File: config.mk
export PLATFORM = sky130hd
export DESIGN_NAME = rr_mux_reg
export DESIGN_NICKNAME = d
export VERILOG_FILES = /design/src/rtl/rr_mux_reg.sv
export SDC_FILE = /design/constraint.sdc
export NUM_CORES = 1
export LEC_CHECK = 0
export BUFFER_PORTS_ARGS = -buffer_cell sky130_fd_sc_hd__buf_4
export CORE_MARGIN = 8
export CORE_UTILIZATION = 31
export CTS_CLUSTER_DIAMETER = 60
export DETAILED_ROUTE_END_ITERATION = 6
export SYNTH_ARGS = -nofsm -noshare
export SYNTH_HDL_FRONTEND = slang
export SYNTH_SLANG_ARGS = --single-unit
File: constraint.sdc
create_clock -name clk -period 2.3 [get_ports clk]
set_input_delay 0.115 -clock clk [delete_from_list [all_inputs] [get_ports clk]]
set_output_delay 0.115 -clock clk [all_outputs]
set_load 0.02 [all_outputs]
File: src/rtl/rr_mux_reg.sv
// rr_mux_reg: N-channel round-robin arbitrating mux with a registered valid/ready output stage.
// Define RRMUX_HOLD_EN to add in_hold, which lets the last granted channel keep the grant for bursts.
module rr_mux_reg #(
  parameter int WIDTH = 64,
  parameter int N = 4,
  parameter int SELW = $clog2(N)
) (
  input  logic               clk,
  input  logic               rst_n,
  input  logic [N-1:0]       in_valid,
  input  logic [N*WIDTH-1:0] in_data,
`ifdef RRMUX_HOLD_EN
  input  logic [N-1:0]       in_hold,
`endif
  output logic [N-1:0]       in_ready,
  output logic               out_valid,
  output logic [WIDTH-1:0]   out_data,
  output logic [SELW-1:0]    out_sel,
  input  logic               out_ready
);
  logic [SELW-1:0] rr_ptr, win, sel;
  logic any, load, take, hold_win;
  function automatic logic [SELW-1:0] wrap_add(input logic [SELW-1:0] p, input int k);
    int j;
    j = int'(p) + k;
    return SELW'(j >= N ? j - N : j);
  endfunction
  // Scan from the far end so the channel nearest rr_ptr is written last and wins.
  always_comb begin
    win = '0;
    any = 1'b0;
    for (int k = N - 1; k >= 0; k--)
      if (in_valid[wrap_add(rr_ptr, k)]) begin
        win = wrap_add(rr_ptr, k);
        any = 1'b1;
      end
  end
`ifdef RRMUX_HOLD_EN
  logic granted;
  always_ff @(posedge clk or negedge rst_n)
    if (!rst_n) granted <= 1'b0;
    else if (load && take) granted <= 1'b1;
  assign hold_win = granted && in_valid[out_sel] && in_hold[out_sel];
`else
  assign hold_win = 1'b0;
`endif
  assign load = !out_valid || out_ready;
  assign sel = hold_win ? out_sel : win;
  assign take = hold_win || any;
  assign in_ready = (rst_n && load && take) ? ({{(N-1){1'b0}}, 1'b1} << sel) : '0;
  always_ff @(posedge clk or negedge rst_n)
    if (!rst_n) begin
      out_valid <= 1'b0;
      out_data <= '0;
      out_sel <= '0;
      rr_ptr <= '0;
    end else if (load) begin
      out_valid <= take;
      if (take) begin
        out_data <= in_data[sel*WIDTH +: WIDTH];
        out_sel <= sel;
        if (!hold_win) rr_ptr <= (sel == SELW'(N - 1)) ? '0 : sel + 1'b1;
      end
    end
endmodule

## Yosys cells after proc, flatten, opt, wreduce, memory -nomap -nowiden

Index checks and enable logic that the tools add are counted.

| word-level totals | value |
|---|---|
| bits in read-only memories | 0 |
| logic and storage cells | 50 |
| bits in latches | 0 |
| flip-flop bits (word level) | 69 |
| output and inout port bits | 71 |
| memories | 0 |
| memory bits (writable) | 0 |

| cells by class | value |
|---|---|
| div/mod/pow operators | 0 |
| reductions and logical operators | 5 |
| bitwise gates (word level) | 0 |
| order comparisons | 8 |
| shifts and indexed selects | 2 |
| multipliers | 0 |
| $add $sub $neg | 8 |
| multiplexer cells | 22 |
| eq/ne operators | 1 |

Operator list:

| operator | count |
|---|---|
| $shiftx 256x9->64 | 1 |
| $mux 2 | 9 |
| $lt 2x3->1 const B | 4 |
| $ge 3x3->1 const B | 3 |
| $bmux 1 s2 | 4 |
| $mux 1 | 8 |
| $sub 2x1->2 const B | 4 |
| $add 2x2->3 const B | 2 |
| $mux 4 | 1 |
| $shl 1x2->4 const A | 1 |
| $add 2x1->3 const B | 1 |
| $ge 2x3->1 const B | 1 |
| $add 2x1->2 const B | 1 |
| $eq 2x2->1 const B | 1 |
| $logic_and 1x1->1 | 2 |
| $reduce_and 2->1 | 1 |
| $logic_not 1->1 | 1 |
| $logic_or 1x1->1 | 1 |

## Depth between registers and ports, before layout

Gate-level depths: netlist of the first run.

| logic depth | value |
|---|---|
| depth after elaboration | 11 |
| mapped depth | 8 |
| gate-level depth less buffers | 6 |

## Worst setup path after synthesis of the first run

No wires, ideal clock.

| timing path | value |
|---|---|
| path kind | register to register |
| from | register rr_ptr[1] |
| to | register out_data[0] |
| setup slack | 303 ps |
| required time | 2174 ps |
| stages on the path, launching flop included | 9 |
| period minus slack after synthesis | 1997 ps |
| library setup time | 126 ps |
| arrival time | 1871 ps |
| cell sequence | dfrtp_1 mux2i_1 o2bb2ai_1 nor2_2 inv_2 buf_6 buf_6 mux2_1 a221o_1 |

| on the way | value |
|---|---|
| word-level cells in the longest chain between the ends | 10 |
| elaborated cells on any way between the ends | 33 |
| those cells by class | add/sub: 7; order compare: 4; shift: 1; mux: 20; reduce/logical: 1 |

RTL lines:

| element | RTL line | text |
|---|---|---|
| start: declaration | 21 | `logic [SELW-1:0] rr_ptr, win, sel;` |
| start signal: assignment | 62 | `if (!hold_win) rr_ptr <= (sel == SELW'(N - 1)) ? '0 : sel + 1'b1;` |
| $add 2x2->3 | 25 | `j = int'(p) + k;` |
| $ge 3x3->1 / $sub 2x1->2 (equally long branches) | 26 | `return SELW'(j >= N ? j - N : j);` |
| $mux 2 | 26 |  |
| $bmux 1 s2 | 33 | `if (in_valid[wrap_add(rr_ptr, k)]) begin` |
| $mux 1 (not written as such) | 33 |  |
| $mux 2 / $mux 1 (equally long branches) (4 in series) | 33 |  |
| $shiftx 256x9->64 / $reduce_and 2->1 (equally long branches) | -- |  |
| end signal: assignment | 60 | `out_data <= in_data[sel*WIDTH +: WIDTH];` |
| end: declaration | 17 | `output logic [WIDTH-1:0] out_data,` |

Several ways; a longest one is shown, not always the timed one. The select of a mux whose other input is x is not followed.
A chain may end at the register's enable or synchronous reset.

## Worst setup path in the final report of the first run

| timing path | value |
|---|---|
| from | register rr_ptr[1] |
| to | output in_ready[2] |

| on the way | value |
|---|---|
| word-level cells in the longest chain between the ends | 11 |
| elaborated cells on any way between the ends | 34 |
| those cells by class | add/sub: 7; order compare: 4; shift: 1; mux: 21; reduce/logical: 1 |

RTL lines:

| element | RTL line | text |
|---|---|---|
| $add 2x2->3 | 25 |  |
| $ge 3x3->1 / $sub 2x1->2 (equally long branches) | 26 |  |
| $mux 2 | 26 |  |
| $bmux 1 s2 | 33 |  |
| $mux 1 (not written as such) | 33 |  |
| $mux 2 / $mux 1 (equally long branches) (4 in series) | 33 |  |
| $shl 1x2->4 / $logic_and 1x1->1 (equally long branches) | 50 | `assign in_ready = (rst_n && load && take) ? ({{(N-1){1'b0}}, 1'b1} << sel) : '0;` |
| $mux 4 * | 50 |  |
| end: declaration | 15 | `output logic [N-1:0] in_ready,` |

Every way passes the cells marked *; elsewhere a longest branch is shown, timed or not. The select of a mux whose other input is x is not followed.

==> out/qor.csv, run 1 <==
stage,metric,value,unit
run_status,outcome,completed,
finish,fin_nets,1051,
detailed_routing,drt_iter0_drc,262,
synth,synth.top_cell.area_share,0.3832,
pwr,combPwrFrac,0.544,
sta,setup_viol_count_final,0,
pwr,p_switching,2.874,mW
grt,grt_pass1_vias,5793,
synth,ys_types,28,
synth,synth_area_per_cell,9.426,um^2
clock_tree,cts_buffers,9,
finish,fin_area,0.007604,mm^2
synth,synth_top_area_cell,dfrtp_1,
worst_setup_path,rrSetupSlack,0.14,ns
synth,syn_area,0.004506,mm^2
sta,maxSlewHeadroom,0.3628,
floorplanning,design.portCount,334,
grt,antenna_found_initial,0,
synth,synth-seq-cells,69,
synth,yosysSeqAreaShare,0.3832,
sta,min_period_over_period,0.9503,
worst_setup_path,worst_setup_path_start_kind,register,
worst_setup_path,endpoint,in_ready[2],
synth,synth_common_cells,"dfrtp_1, a21oi_1, o21ai_0",
place,place.gp.congestion,0.8641,
finish,multi_input_area,0.002636,mm^2
synth,syn_nets,742,
detailed_routing,vias_per_cell,5.495,
finish,ff_latch_area,0.001728,mm^2
finish,antennaDiodeCount,0,
floorplanning,core,0.01437,mm^2
synth,yosys.cell_count.top_type,dfrtp_1,
clock_tree,clk_latency,0.33,ns
place,hpwl,15310,um
place,pre_cts_ws,-0.02549,ns
floorplanning,num_rows,44,
grt,grt_pass1_wl,30730,um
floorplanning,die_h,136.6,um
worst_setup_path,r2r-start,rr_ptr[1]$_DFFE_PN0P_,
synth,async_reset_ff_frac,1.000,
job,drv_cap,0,
floorplanning,initial_core_util,0.3136,
sta,rsz0062_at_grt,no,
detailed_routing,firstDrtPassIters,5,
pwr,netSwitchingFraction,0.4004,
detailed_routing,wl,20580,um
grt,grt_max_degree,70,
worst_setup_path,path_class,reg -> out,
finish,fill_cells,1367,
finish,stdcell_count,975,
finish,layout-drive-gt1-share,0.4779,
synth,synth_edf_count,0,
pwr,powerDensity,944.2,mW/mm^2
place,dpl.cell_count,959,
clock_tree,htree_levels,3,
worst_setup_path,r2r-end,out_data[21]$_DFFE_PN0P_,
floorplanning,die_area,0.01865,mm^2
clock_tree,postCtsHoldBufs,0,
sta,fmax,457.5,MHz
detailed_routing,wl_per_cell,21.11,um
place,port_buffers,333,
sta,period_needed,2.186,ns
detailed_routing,drc,0,
worst_setup_path,setup.worst_path.end_class,output port,
clock_tree,cts_root_buf,clkbuf_16,
detailed_routing,vias,5358,
sta,worst_pin_slew,0.9548,ns
clock_tree,clkSlewWorstSetupHoldPaths,0.05,ns
grt,grt_overflow_total,0,
worst_setup_path,required,2.18,ns
worst_setup_path,r2r_cells,5,
pwr,p_int,4.305,mW
floorplanning,die_x,136.6,um
pwr,p_leak,3.579,nW
worst_setup_path,startpoint,rr_ptr[1]$_DFFE_PN0P_,
clock_tree,post_cts_buffers,0,
worst_setup_path,cp_max_fo,20,
detailed_routing,final_antenna_net_count,0,
worst_setup_path,arrival,2.07,ns
synth,synth.top_cells.by_area,"dfrtp_1, mux2_1, a221o_1, a21oi_1, o21ai_0",
clock_tree,cts.sinks,69,
pwr,p_clk_frac,0.180,
worst_hold_path,hp-class,in -> async,
sta,fin_ws,0.1144,ns
sta,finalMaxSlewViolations,0,
pwr,vdd_drop_max,0.0004314,V
clock_tree,clock_path_buffers,2,
synth,synthFlopType,dfrtp_1,
place,dpl_cell_area,0.007295,mm^2
synth,netlist_instances,478,
synth,ys_warn_count,0,
pwr,p_seq_frac,0.277,
grt,track_usage,0.2104,
sta,skew,0.007309,ns
clock_tree,cts_tree,done,
sta,hold_viol,0,
finish,syn_to_final_growth,68.76,%
==> registers in the layout, summed over array words and instances (netlist names) <==
register and cells:
rr_ptr 2, out_sel 2, out_data 64, out_valid 1
==> power groups by stage <==
stage	logic (mW)	clock network (mW)	registers [mW]
2_1_floorplan	1.54	0	2.51
4_1_cts	3.93	1.33	1.97
3_3_place_gp	3.87	0	1.97
3_5_place_dp	3.90	0	1.97
6_report	3.90	1.29	1.99
5_1_grt	4.18	1.38	2.05
==> layout make-up <==
cell class                      count  area share
Timing Repair Buffer              351      0.3581
Multi-Input combinational cell    354      0.3467
Sequential cell                    69      0.2273
Clock buffer                       14     0.03604
Tap cell                          184     0.03028
Inverter                            2   0.0009873
Clock inverter                      1   0.0006582
==> worst min path at each step <==
stage	cells after the start	start	endpoint
6_report	2	rst_n	out_data[12]$_DFFE_PN0P_
5_1_grt	2	rst_n	out_data[10]$_DFFE_PN0P_
4_1_cts	2	rst_n	out_data[12]$_DFFE_PN0P_
3_5_place_dp	2	rst_n	out_data[12]$_DFFE_PN0P_
3_3_place_gp	2	rst_n	out_sel[1]$_DFFE_PN0P_
2_1_floorplan	0	rst_n	out_data[0]$_DFFE_PN0P_
==> kinds of logic after synthesis <==
group | Yosys count | share of synthesized area
AO/OA/AOI/OAI | 204 | 0.3055
adder cells (fa/ha/maj) | 1 | 0.002777
buffers and inverters | 56 | 0.05415
flip-flops | 69 | 0.3832
multiplexers | 65 | 0.1622
AND/OR/NAND/NOR | 83 | 0.09220
==> timing repair <==
| action | CTS | global route |
|---|---|---|
| endpoints found under the setup margin | 33 | 14 |
| resized for setup | 1 | 4 |
| gates cloned | 1 | 0 |
| pin swaps | 1 | 0 |
| endpoints found under the hold margin | 0 | 0 |
==> critical path: stages (launching register included) <==
cell and delay [ns]:
dfrtp_2 0.46, mux2i_4 0.22, o2bb2ai_4 0.14, nor2_4 0.16, inv_2 0.10, buf_12 0.17, ha_1 0.19, and3_1 0.15
buf_4 0.15
==> placed cells by master (no fill, tap or decap), types with 4 or more instances in the layout <==
| cell | count |
|---|---|
| o21ai_0 | 66 |
| nand2_1 | 4 |
| dfrtp_1 | 68 |
| a21oi_1 | 65 |
| a221o_1 | 64 |
| buf_4 | 344 |
| buf_12 | 7 |
| nand3_1 | 65 |
| clkbuf_16 | 9 |
| mux2_1 | 64 |
==> per-layer routing <==
metal / vias to the layer above / global-route usage / wire length [um]
li1: 2483 / - / -
met1: 2532 / 0.2392 / 7612
met2: 309 / 0.3563 / 10030
met3: 34 / 0.06535 / 2309
met4: 0 / 0.09213 / 626
met5: - / 0 / 0
==> stage by stage <==
step | TNS (ns) | util | power, mW | hold WS (ns)
after floorplan | 0 | - | 4.057 | -0.1806
after global placement | 0 | 0.5077 | 5.839 | 0.4312
after detailed placement | -0.3543 | 0.5077 | 5.875 | 0.4408
after CTS | 0 | 0.5278 | 7.236 | 0.09357
after global routing | 0 | 0.5292 | 7.608 | 0.1317
final | 0 | 0.5292 | 7.180 | 0.03459
Note: power is estimated with default switching activity, not from simulation.
==> run 2: changes to the inputs <==
--- a/config.mk
+++ b/config.mk
@@ -5,8 +5,8 @@
 export SDC_FILE = /design/constraint.sdc
 export NUM_CORES = 1
 export LEC_CHECK = 0
+export ABC_AREA = 1
 export BUFFER_PORTS_ARGS = -buffer_cell sky130_fd_sc_hd__buf_4
-export CORE_MARGIN = 8
 export CORE_UTILIZATION = 31
 export CTS_CLUSTER_DIAMETER = 60
 export DETAILED_ROUTE_END_ITERATION = 6
==> constraint.sdc (replaced) <==
create_clock -name clk -period 2.3 [get_ports clk]
set_input_delay 0.115 -clock clk [delete_from_list [all_inputs] [get_ports clk]]
set_output_delay 0.115 -clock clk [all_outputs]
set_load 0.05 [all_outputs]
==> run 2 against run 1 <==
Against the previous run: count of clock-buffer cells in the layout fell by 4; clock power is 13% higher; flip-flop and latch count is the same; critical path depth increased by 5.
==> out/qor.csv, run 2 <==
stage,metric,value,unit
pwr,p_leak,4.936,nW
sta,finalHoldWorstSlack,0.07384,ns
detailed_routing,dr_wl_met3,1732,um
worst_setup_path,r2r_cells,15,
sta,hold_viol,0,
sta,min_period_over_period,0.9546,
place,port_buffers,333,
place,place.gp.congestion,0.8647,
run_status,outcome,completed,
worst_setup_path,critPathMaxStageDelay,0.44,ns
grt,antenna_found_initial,0,
floorplanning,die_area,0.01824,mm^2
detailed_routing,drc,0,
sta,finalMaxSlewViolations,0,
detailed_routing,firstDrtPassIters,4,
sta,fin_ws,0.1044,ns
finish,top_register,out_data,
worst_setup_path,cp_num_buf_inv,4,
worst_hold_path,hp-start,in_data[46],
synth,syn_nets,1150,
clock_tree,htree_levels,3,
finish,mostFrequentLayoutCells,"buf_4, nand2_1, nand3_1, inv_1, or2_1",
synth,synth.top_cells.by_area,"dfrtp_1, nand2_1, nand3_1, or2_1, inv_1",
floorplanning,design.portCount,334,
floorplanning,core,0.01730,mm^2
worst_setup_path,cp_max_fo,6,
place,dpl_cell_area,0.008244,mm^2
finish,antennaDiodeCount,0,
worst_hold_path,hp-class,in -> reg,
worst_hold_path,whs_path_depth,4,
clock_tree,clk_latency,0.34,ns
detailed_routing,wl_met2,9726,um
grt,grt_max_degree,53,
detailed_routing,final_antenna_net_count,0,
worst_setup_path,slowest_stage,dfrtp_2,
finish,largest_reg_flops,64,
clock_tree,cts_root_buf,clkbuf_16,
detailed_routing,wl_per_cell,14.37,um
synth,syn_area,0.005489,mm^2
job,drv_cap,0,
detailed_routing,vias,6487,
synth,ys_warn_count,0,
synth,synth_edf_count,0,
synth,synth-seq-cells,69,
finish,fill_cells,1837,
sta,fmax,455.4,MHz
synth,synth_top_area_cell,dfrtp_1,
finish,biggestRegsByFlops,"out_data: 64 flops, out_sel: 2 flops, rr_ptr: 2 flops",
clock_tree,cts_buffers,9,
clock_tree,cts_tree,done,
worst_hold_path,worstHoldEndpoint,out_data[46]$_DFFE_PN0P_,
worst_setup_path,arrival,2.08,ns
clock_tree,clkSlewWorstSetupHoldPaths,0.06,ns
grt,grt_pass1_vias,6060,
sta,setup_tns,0,ns
pwr,vdd_drop_max,0.0008307,V
floorplanning,initial_core_util,0.3173,
synth,ys_types,22,
pwr,power,14.38,mW
synth,synth_area_per_cell,6.195,um^2
worst_setup_path,setup.worst_path.end_class,output port,
finish,fin_nets,1468,
worst_setup_path,path_delay_family,simple AND/OR/NAND/NOR gates,
worst_setup_path,r2r-start,rr_ptr[0]$_DFFE_PN0P_,
worst_setup_path,cp_cell_sequence,buf_6 -> nand2_1 -> o21ai_2 -> nand2_2 -> nand2_1 -> nand2_2 -> nand3_4 -> nand2_8 -> inv_2 -> ha_1 -> inv_1 -> nor2_2 -> buf_6,
grt,grt_overflow_total,0,
floorplanning,die_h,135.1,um
finish,layout-drive-gt1-share,0.3333,
sta,worst_pin_slew,0.5275,ns
detailed_routing,top_layer,met4,
clock_tree,cts.sinks,69,
synth,yosysSeqAreaShare,0.3146,
clock_tree,clock_path_buffers,2,
worst_setup_path,path_class,reg -> out,
detailed_routing,wl_met1,8594,um
sta,skew,0.005961,ns
worst_setup_path,required,2.18,ns
pwr,powerDensity,1651,mW/mm^2
sta,maxSlewHeadroom,0.6484,
worst_setup_path,worst_setup_path_start_kind,register,
detailed_routing,drt_iter0_drc,350,
synth,synth.top_cell.area_share,0.3146,
detailed_routing,wl,20600,um
sta,period_needed,2.196,ns
detailed_routing,vias_per_cell,4.524,
synth,yosys.cell_count.top_type,nand2_1,
place,pre_cts_ws,0.1032,ns
worst_setup_path,rrSetupSlack,0.23,ns
finish,fin_area,0.008711,mm^2
worst_setup_path,r2r-end,out_data[40]$_DFFE_PN0P_,
finish,layout_commonest_cell,buf_4,
floorplanning,num_rows,48,
finish,syn_to_final_growth,58.70,%
synth,netlist_instances,886,
floorplanning,die_x,135.1,um
sta,setup_viol_count_final,0,
place,hpwl,15240,um
sta,rsz0062_at_grt,yes,
synth,synthFlopType,dfrtp_1,
grt,grt_pass1_wl,31680,um
synth,async_reset_ff_frac,1.000,
synth,synth_common_cells,"nand2_1, nand3_1, inv_1",
grt,track_usage,0.2254,
-- run 2: changes by cell type after synthesis, moves of 5 or more --
| cell | previous run | this run |
|---|---|---|
| clkbuf_2 | 0 | 5 |
| a221o_1 | 64 | 0 |
| a21oi_1 | 66 | 0 |
| nand2_1 | 4 | 273 |
| o21ai_0 | 66 | 1 |
| nand3_1 | 65 | 198 |
| nor2_1 | 4 | 10 |
| clkbuf_1 | 42 | 14 |
| mux2_1 | 64 | 0 |
| buf_4 | 0 | 13 |
| or2_1 | 0 | 96 |
| nand3b_1 | 0 | 16 |
| buf_2 | 9 | 18 |
| inv_1 | 1 | 153 |
-- run 2: routing by layer --
| layer | GRT usage | up-vias |
|---|---|---|
| met5 | 0 | - |
| met4 | 0.09176 | 0 |
| met3 | 0.05856 | 31 |
| met2 | 0.3760 | 263 |
| met1 | 0.2753 | 2858 |
| li1 | - | 3335 |
-- run 2: area by class of cell --
class / instances / area, um^2 / share of cell area
inverters: 156 / 588.1 / 0.06751
repair buffers: 359 / 2811 / 0.3228
clock inverters: 6 / 70.07 / 0.008044
clock buffers: 10 / 239.0 / 0.02743
flip-flops and latches: 69 / 1728 / 0.1984
well taps: 225 / 281.5 / 0.03232
multi-input cells: 609 / 2993 / 0.3436
-- run 2: logic make-up after synthesis --
logic type | Yosys count | share of synthesized area
AOI/OAI and AO/OA | 3 | 0.003875
adders and majority gates | 1 | 0.002279
DFF | 69 | 0.3146
buffers and inverters | 210 | 0.1605
and+or+nand+nor | 603 | 0.5188
-- run 2: worst max path at each step --
stage	start	end	slack [ns]	cells after the start
final	rr_ptr[0]$_DFFE_PN0P_	in_ready[2]	0.10	13
after detailed placement	rr_ptr[0]$_DFFE_PN0P_	in_ready[2]	0.10	13
after global placement	rr_ptr[0]$_DFFE_PN0P_	in_ready[2]	0.16	13
after CTS	rr_ptr[0]$_DFFE_PN0P_	in_ready[2]	0.05	13
after floorplan	rr_ptr[0]$_DFFE_PN0P_	in_ready[1]	0.09	12
after global routing	rr_ptr[0]$_DFFE_PN0P_	in_ready[2]	-0.01	12
-- run 2: what timing repair did --
action	4_1_cts	5_1_grt
hold endpoints to repair	31	0
hold buffers	1	0
setup endpoints to repair	4	20
cloned	2	0
setup buffers	4	3
pin swaps	3	4
resized for setup	5	18
-- run 2: through the flow --
| stage | utilization | std cells |
|---|---|---|
| after detailed placement | 0.4766 | 1408 |
| after floorplan | - | 886 |
| final | 0.5036 | 1434 |
| after global routing | 0.5036 | 1434 |
| after CTS | 0.4993 | 1431 |
| after global placement | 0.4766 | 1408 |
-- run 2: power breakdown --
group | total (mW) | switching, mW | internal (mW)
logic | 10.6 | 6.90 | 3.74
clock network | 1.46 | 0.581 | 0.875
registers | 2.29 | 0.395 | 1.90
total | 14.4 | 7.87 | 6.51
-- run 2: worst min-delay path, cell delays in order --
cell and delay [ns]:
buf_4 0.07, or2_1 0.08, nand3_1 0.06, nand3_1 0.06
